File: src/rtl/iccm_ctrl.sv
// ICCM port sequencer: splits 32-bit loader words into two halfword writes,
// performs registered 32-bit fetch reads, and owns the sticky boot_done flag.
module iccm_ctrl #(
    parameter int AddrWidth = 15,
    parameter int DataWidth = 32,
    parameter int HalfWord  = 16
) (
    input  logic                 brq_clk,
    input  logic                 brq_rst,
    input  logic                 ld_valid,
    output logic                 ld_ready,
    input  logic [AddrWidth-1:0] ld_addr,
    input  logic [DataWidth-1:0] ld_data,
    input  logic                 ld_done,
    input  logic                 if_req,
    output logic                 if_gnt,
    input  logic [AddrWidth-1:0] if_addr,
    output logic                 if_rvalid,
    output logic [DataWidth-1:0] if_rdata,
    output logic [AddrWidth-1:0] iccm_addr,
    output logic                 iccm_write,
    output logic                 iccm_read,
    output logic [DataWidth-1:0] iccm_wdata,
    input  logic [HalfWord-1:0]  iccm_rdata_lsb,
    input  logic [HalfWord-1:0]  iccm_rdata_msb,
    output logic                 boot_done
);

    typedef enum logic [1:0] {IDLE, WR_LO, WR_HI, RD} state_t;

    state_t                 state, state_next;
    logic                   prefer;  // 0: loader wins a tie, 1: fetch wins a tie
    logic                   fetch_elig;
    logic [AddrWidth-1:0]   addr_q;  // A for writes, F for reads
    logic [DataWidth-1:0]   data_q;

    assign fetch_elig = if_req & boot_done;

    always_comb begin
        state_next = state;
        ld_ready   = 1'b0;
        if_gnt     = 1'b0;
        iccm_addr  = '0;
        iccm_write = 1'b0;
        iccm_read  = 1'b0;
        iccm_wdata = '0;
        case (state)
            IDLE: begin
                if (ld_valid && (!fetch_elig || !prefer)) begin
                    ld_ready   = 1'b1;
                    state_next = WR_LO;
                end else if (fetch_elig) begin
                    if_gnt     = 1'b1;
                    state_next = RD;
                end
            end
            WR_LO: begin
                iccm_write = 1'b1;
                iccm_addr  = addr_q;
                iccm_wdata = {{(DataWidth-HalfWord){1'b0}}, data_q[HalfWord-1:0]};
                state_next = WR_HI;
            end
            WR_HI: begin
                iccm_write = 1'b1;
                iccm_addr  = addr_q + AddrWidth'(1);
                iccm_wdata = {{(DataWidth-HalfWord){1'b0}}, data_q[2*HalfWord-1:HalfWord]};
                state_next = IDLE;
            end
            RD: begin
                iccm_read  = 1'b1;
                iccm_addr  = addr_q;
                state_next = IDLE;
            end
            default: state_next = IDLE;
        endcase
    end

    always_ff @(posedge brq_clk) begin
        if (brq_rst) begin
            state     <= IDLE;
            prefer    <= 1'b0;
            boot_done <= 1'b0;
            if_rvalid <= 1'b0;
            if_rdata  <= '0;
            addr_q    <= '0;
            data_q    <= '0;
        end else begin
            state     <= state_next;
            if_rvalid <= (state == RD);
            if (ld_done)
                boot_done <= 1'b1;
            if (ld_ready) begin
                prefer <= 1'b1;
                addr_q <= ld_addr;
                data_q <= ld_data;
            end else if (if_gnt) begin
                prefer <= 1'b0;
                addr_q <= if_addr;
            end
            if (state == RD)
                if_rdata <= {iccm_rdata_msb, iccm_rdata_lsb};
        end
    end

endmodule
File: config.mk
export PLATFORM = sky130hd
export DESIGN_NAME = iccm_ctrl
export DESIGN_NICKNAME = d
export VERILOG_FILES = /design/src/rtl/iccm_ctrl.sv
export SDC_FILE = /design/constraint.sdc
export NUM_CORES = 1
export LEC_CHECK = 0
export ABC_AREA = 1
export CELL_PAD_IN_SITES_DETAIL_PLACEMENT = 0
export CELL_PAD_IN_SITES_GLOBAL_PLACEMENT = 1
export CORE_UTILIZATION = 26
export DETAILED_ROUTE_END_ITERATION = 10
export HOLD_SLACK_MARGIN = 0.06
export PLACE_DENSITY_LB_ADDON = 0.15
export SLEW_MARGIN = 5
export SYNTH_ARGS = -nofsm -noshare
export SYNTH_HDL_FRONTEND = slang
export SYNTH_SLANG_ARGS = --single-unit
export TNS_END_PERCENT = 5
File: constraint.sdc
create_clock -name brq_clk -period 1.4 [get_ports brq_clk]
set_input_delay 0.14 -clock brq_clk [delete_from_list [all_inputs] [get_ports brq_clk]]
set_output_delay 0.14 -clock brq_clk [all_outputs]
set_load 0.02 [all_outputs]
==> summary.md, run 1 <==
| Metric | Value |
|---|---|
| Status | `complete, but fails checks` |
| Failing checks | `setup timing` |
| Max Clk Rate | `0.564 GHz` |
| Sink Count | `84` |
| Post-layout util | `47.6%` |
| Initial antenna violation count | `0` |
| Largest family of logic cells by synthesized area | `simple AND/OR/NAND/NOR gates` |
| CTS Buf Count | `9` |
| Lkg Pwr | `3.24 nW` |
| Synth Area in Compound Gates | `13.4%` |
| Starting density of the core | `26.6%` |
| Crit share post-route | `127%` |
| Final ANT Viol Nets | `0` |
| Fillcell total | `1656` |
| Synthesized area per cell | `6.62 µm²` |
| RSZ-0062 raised after global routing | `true` |
| Multiplexer area fraction after synthesis | `0%` |
| Tot GR Track Use | `17.7%` |
| Grt total ovfl | `0` |
| CTS tree | `yes` |
| Simple-gate share of the synthesized area | `34.2%` |
| Met2 wire length | `6.72 mm` |
| TritonRoute pass-1 iters | `4` |
| Placed Instance Area | `6830 µm²` |
| Mapped Cells | `639` |
| Final WL | `14.5 mm` |
| Count of cell types in the netlist | `27` |
| Port bufs | `167` |
| # diodes | `0` |
| Post-DR vias/cell | `4.45` |
| Hold Fails Final Rpt | `0` |
| Hold buffer count at cts | `0` |
| WL met1 | `6.48 mm` |
| Final Cell Area | `7560 µm²` |
| Layout Nets | `970` |
| Die width | `130 µm` |
| Post-synthesis instance area | `4230 µm²` |
| Final Skew | `0.0112 ns` |
| Commonest non-fill, non-tap cells in the layout | `nand2_1, clkdlybuf4s50_1, nor2_1` |
| Core area | `15900 µm²` |
| Die height | `130 µm` |
| FF+latch count, synth | `84` |
| WL/cell | `13.3 µm` |
| CTS root buf | `clkbuf_16` |
| Fraction of layout cells with a size suffix above 1 | `27.7%` |
| Minimum clock period | `1.77 ns` |
| Top layer in use | `met4` |
| Met3 routed WL | `1.11 mm` |
| Crit path DAT | `1.63 ns` |
| Nature of the critical path endpoint | `primary output` |
| Maximum vdd drop | `0.740 mV` |
| Gp weighted congestion | `0.829` |
| Placed Cells | `1065` |
| P per Cell Area | `1260 nW/µm²` |
| YS warnings | `0` |
| Vias in the first global route | `4767` |
| Required @ worst endpoint | `1.26 ns` |
| Post-Synth Adder-Cell Area | `1.78%` |
| Htree depth | `3` |
| DRC Markers | `0` |
| PnR worst setup slack | `-0.373 ns` |
| CTS clk-pin slew, worst paths | `0.06 ns` |
| Clock latency on the worst-skew pair | `0.35 ns` |
| Max cap viols | `0` |
| Reg2Reg Depth | `7` |
| Global-route wire length before repair | `23.2 mm` |
| Max-slew violation count | `0` |
| 1st-iter DRT viols | `264` |
| Seq/Total Area, Yosys | `39.8%` |
| Critical Path Start Type | `register` |
| Crit Path Class | `register to primary output` |
| DP Wirelength | `10.9 mm` |
| Layout Cells excl Fill | `1086` |
| Total die area | `16800 µm²` |
| Synth-to-Final Area Change | `78.8%` |
| Total Power | `9.56 mW` |
| Ports | `184` |
| Cell Rows | `46` |
| Synth Area in XOR/XNOR | `0%` |
| CP Max Fanout | `8` |
| Hold WC Path Type | `primary input to register` |
| Pin count of the biggest net entering global routing | `34` |
| Commonest non-fill, non-tap cell in the layout | `nand2_1` |
| Max clock buf depth | `2` |
| Vias | `4831` |
| # setup viols final | `35` |
| Hold Crit Depth | `3` |
[worst paths after layout]
kind	startpoint	endpoint	slack [ns]
setup / recovery	state[1]$_SDFFE_PP0P_	iccm_wdata[14]	-0.37
hold / removal	ld_data[25]	data_q[25]$_SDFFE_PP0P_	0.35
setup reg to reg	state[0]$_SDFFE_PP0P_	if_rdata[6]$_SDFFE_PP0P_	0
hold reg to reg	data_q[28]$_SDFFE_PP0P_	data_q[28]$_SDFFE_PP0P_	0.46
[Yosys cell counts]
cell type  number  area share, %
a21oi_1        64            7.6
and3_1          1           0.15
buf_1           1          0.089
buf_2           7           0.83
buf_4          23            4.1
buf_6           4            1.1
clkbuf_1       21            1.9
conb_1          1          0.089
dfxtp_1        84             40
ha_1            6            1.8
inv_1          27            2.4
inv_2           1          0.089
inv_4           2           0.30
nand2_1       189             17
nand2_2         1           0.15
nand2_4         1           0.27
nand2_8         1           0.47
nand3_1        26            3.1
nand3_2         1           0.24
nand3_4         1           0.41
nand4_1        18            2.7
nor2_1        109            9.7
nor3_1          3           0.36
o211ai_1        2           0.36
o21a_1          2           0.36
o21ai_0        42            5.0
o22ai_1         1           0.15
[routing by layer]
layer,up-vias,GRT usage (%)
met5,-,0
met4,0,5.06
met3,11,6.03
met2,153,29.2
met1,2187,21.8
li1,2480,-
[state kept, by name (all words and copies together), names as in the netlist]
name       count
data_q        32
if_rdata      32
addr_q        15
state          2
boot_done      1
if_rvalid      1
prefer         1
[stage by stage]
stage	hold slack, ns	TNS, ns	setup slack (ns)
finish	0.350	-10.92	-0.373
global route	0.363	-17.30	-0.454
CTS	0.341	-11.72	-0.395
detailed placement	0.456	-34.27	-0.617
global placement	0.452	-31.36	-0.626
floorplan	0.256	-0.514	-0.0514
[where the power goes]
group,internal [mW],switching (mW)
clock,1.59,1.05
sequential,2.73,0.230
combinational,1.87,2.10
[critical path, cell delays in order, from the launching register on]
cell	delay (ns)
dfxtp_4	0.38
inv_4	0.06
ha_4	0.28
clkinvlp_4	0.13
buf_12	0.18
a21oi_4	0.13
buf_6	0.13
[cells by family (layout without fill, tap and decap cells)]
| group | Yosys count | after routing |
|---|---|---|
| adders and majority gates | 6 | 6 |
| other | 1 | 16 |
| DFF | 84 | 84 |
| buffers and inverters | 86 | 302 |
| AOI/OAI and AO/OA | 111 | 111 |
| and+or+nand+nor | 351 | 351 |
[timing repair]
item | CTS | global route
pin swaps | 12 | 20
setup endpoints to repair | 141 | 114
buffers inserted | 5 | 0
cloned | 1 | 0
gates resized for setup | 293 | 71
[cell type report]
type,instances,area (µm²),share of cell area (%)
clock inverters,6,95.1,1.26
clock buffers,10,229,3.03
well taps,216,270,3.57
repair buffers,256,2520,33.3
multi-input cells,484,2610,34.5
flip-flops and latches,84,1700,22.5
inverters,30,140,1.85
No activity file was read; power rests on OpenSTA's default activity.
==> inputs of run 2 (changes only) <==
GPL_ROUTABILITY_DRIVEN = 0   (was default)
SKIP_LAST_GASP = 1   (was default)
==> summary.md, run 2 (synthesis results as in run 1) <==
| Metric | Value |
|---|---|
| Starting density of the core | `26.6% (unchanged)` |
| 1st-iter DRT viols | `246 (was 264)` |
| Minimum clock period | `1.79 ns (was 1.77 ns)` |
| Htree depth | `3 (unchanged)` |
| Port bufs | `167 (unchanged)` |
| Setup WS pre-CTS | `-0.601 ns (was -0.617 ns)` |
| Pin count of the biggest net entering global routing | `34 (unchanged)` |
| Core area | `15900 µm² (unchanged)` |
| Initial antenna violation count | `0 (unchanged)` |
| Commonest non-fill, non-tap cells in the layout | `nand2_1, clkdlybuf4s50_1, nor2_1 (unchanged)` |
| CTS tree | `yes (unchanged)` |
| Post-layout util | `46.1% (was 47.6%)` |
| Crit share post-route | `128% (was 127%)` |
| Global-route wire length before repair | `22.8 mm (was 23.2 mm)` |
| Crit Path Class | `register to primary output (unchanged)` |
| Crit path DAT | `1.65 ns (was 1.63 ns)` |
| CP Max Fanout | `4 (was 8)` |
| Required @ worst endpoint | `1.26 ns (about the same)` |
| Clock latency on the worst-skew pair | `0.35 ns (about the same)` |
| CTS Buf Count | `9 (unchanged)` |
| Fillcell total | `1615 (was 1656)` |
| Regs by FF count | `data_q (32), if_rdata (32), addr_q (15) (unchanged)` |
| Critical Path Start Type | `register (unchanged)` |
| Reg area | `1700 µm² (about the same)` |
| TritonRoute pass-1 iters | `4 (unchanged)` |
| CTS root buf | `clkbuf_16 (unchanged)` |
| Vias in the first global route | `4730 (was 4767)` |
| Die height | `130 µm (unchanged)` |
| RSZ-0062 raised after global routing | `true (unchanged)` |
| Max Clk Rate | `0.560 GHz (was 0.564 GHz)` |
| Failing checks | `setup timing (unchanged)` |
| DRC Markers | `0 (unchanged)` |
| Commonest non-fill, non-tap cell in the layout | `nand2_1 (unchanged)` |
| Fraction of layout cells with a size suffix above 1 | `24.6% (was 27.7%)` |
| Max clock buf depth | `2 (unchanged)` |
| WL/cell | `12.9 µm (was 13.3 µm)` |
| CTS clk-pin slew, worst paths | `0.07 ns (was 0.06 ns)` |
| DP Wirelength | `10.7 mm (was 10.9 mm)` |
| Status | `complete, but fails checks (unchanged)` |
| Maximum vdd drop | `0.723 mV (was 0.740 mV)` |
| Cell Rows | `46 (unchanged)` |
| Die width | `130 µm (unchanged)` |
| Total die area | `16800 µm² (unchanged)` |
| Setup_tns | `-17.56 ns (was -10.92 ns)` |
| Hold Fails Final Rpt | `0 (unchanged)` |
| Final Skew | `0.0122 ns (was 0.0112 ns)` |
| Sink Count | `84 (unchanged)` |
| PnR worst setup slack | `-0.385 ns (was -0.373 ns)` |
| Nature of the critical path endpoint | `primary output (unchanged)` |
| Synth-to-Final Area Change | `73.4% (was 78.8%)` |
| Final WL | `14.0 mm (was 14.5 mm)` |
| Max-slew violation count | `0 (unchanged)` |
| Max cap viols | `0 (unchanged)` |
| Layout Nets | `974 (was 970)` |
| Vias | `4772 (was 4831)` |
| Post-DR vias/cell | `4.38 (was 4.45)` |
| Multi-input logic area | `2480 µm² (was 2610 µm²)` |
| Ports | `184 (unchanged)` |
| Final ANT Viol Nets | `0 (unchanged)` |
| # diodes | `0 (unchanged)` |
| Hold WC Path Type | `primary input to register (unchanged)` |
| # setup viols final | `115 (was 35)` |
| Grt total ovfl | `0 (unchanged)` |
| Tot GR Track Use | `17.4% (was 17.7%)` |
| Hold buffer count at cts | `0 (unchanged)` |
| P per Cell Area | `1260 nW/µm² (about the same)` |
| Lkg Pwr | `3.09 nW (was 3.24 nW)` |
==> run 2: cell types whose count changed in the layout (fill, tap and decap cells not counted), moves of 8 or more <==
cell	delta
a21oi_1	+11
buf_4	+30
buf_6	-31
clkdlybuf4s50_1	+34
dlygate4sd2_1	-31
nor2_2	-8
o21ai_0	+31
o21ai_1	-31
==> run 2: worst paths after layout <==
path         cells past startpoint  slack (ns)                         to                     from
min reg2reg                      2        0.47    data_q[15]$_SDFFE_PP0P_  data_q[15]$_SDFFE_PP0P_
max                              6       -0.39              iccm_wdata[3]    state[1]$_SDFFE_PP0P_
min                              3        0.35     boot_done$_SDFFE_PP0P_                  ld_done
max reg2reg                      7       -0.15  if_rdata[23]$_SDFFE_PP0P_    state[0]$_SDFFE_PP0P_
==> run 2: report_power, final <==
| part | internal, mW | leakage, nW | switching (mW) |
|---|---|---|---|
| clock network | 1.47 | 0.156 | 1.08 |
| registers | 2.72 | 0.691 | 0.213 |
| logic | 1.78 | 2.24 | 1.95 |
| total | 5.97 | 3.09 | 3.24 |
==> run 2: area by class of cell <==
cell class                      count  share of cell area, %
Clock buffer                       10                   3.26
Clock inverter                      6                   1.04
Inverter                           30                   1.69
Multi-Input combinational cell    484                   33.8
Sequential cell                    84                   23.2
Tap cell                          216                   3.69
Timing Repair Buffer              260                   33.4
==> run 2: timing repair <==
| action | 4_1_cts | 5_1_grt |
|---|---|---|
| setup endpoints to repair | 149 | 151 |
| gates resized for setup | 192 | 20 |
| gates cloned | 1 | 0 |
| pin swaps | 4 | 8 |
| setup buffers | 2 | 2 |
==> run 2: worst max-delay path: stages (launching register included) <==
cell and delay (ns):
dfxtp_4 0.37, inv_2 0.06, ha_4 0.28, clkinvlp_4 0.12, buf_4 0.18, a21oi_2 0.12
buf_4 0.16
==> run 2: metal layers <==
metal | GRT usage [%] | vias to the layer above | wire length, µm | share of wire (%)
met2 | 28.3 | 137 | 6520 | 46
li1 | - | 2474 | - | -
met4 | 6.36 | 0 | 273 | 1.9
met1 | 20.9 | 2143 | 6130 | 44
met5 | 0 | - | 0 | 0
met3 | 6.36 | 18 | 1110 | 7.9
==> run 2: metrics by stage <==
step / hold WS [ns] / cells / total power [mW] / instance area, µm²
2_1_floorplan: 0.256 / 654 / 4.90 / 4510
3_3_place_gp: 0.453 / 1069 / 6.56 / 6890
3_5_place_dp: 0.459 / 1069 / 6.59 / 6890
4_1_cts: 0.327 / 1088 / 9.28 / 7240
5_1_grt: 0.340 / 1090 / 9.78 / 7330
6_report: 0.345 / 1090 / 9.20 / 7330
==> inputs of run 3 (changes only) <==
GPL_TIMING_DRIVEN = 1   (was default)
==> results of run 3 <==
No change in the layout: final DEF, timing and power equal those of run 2.
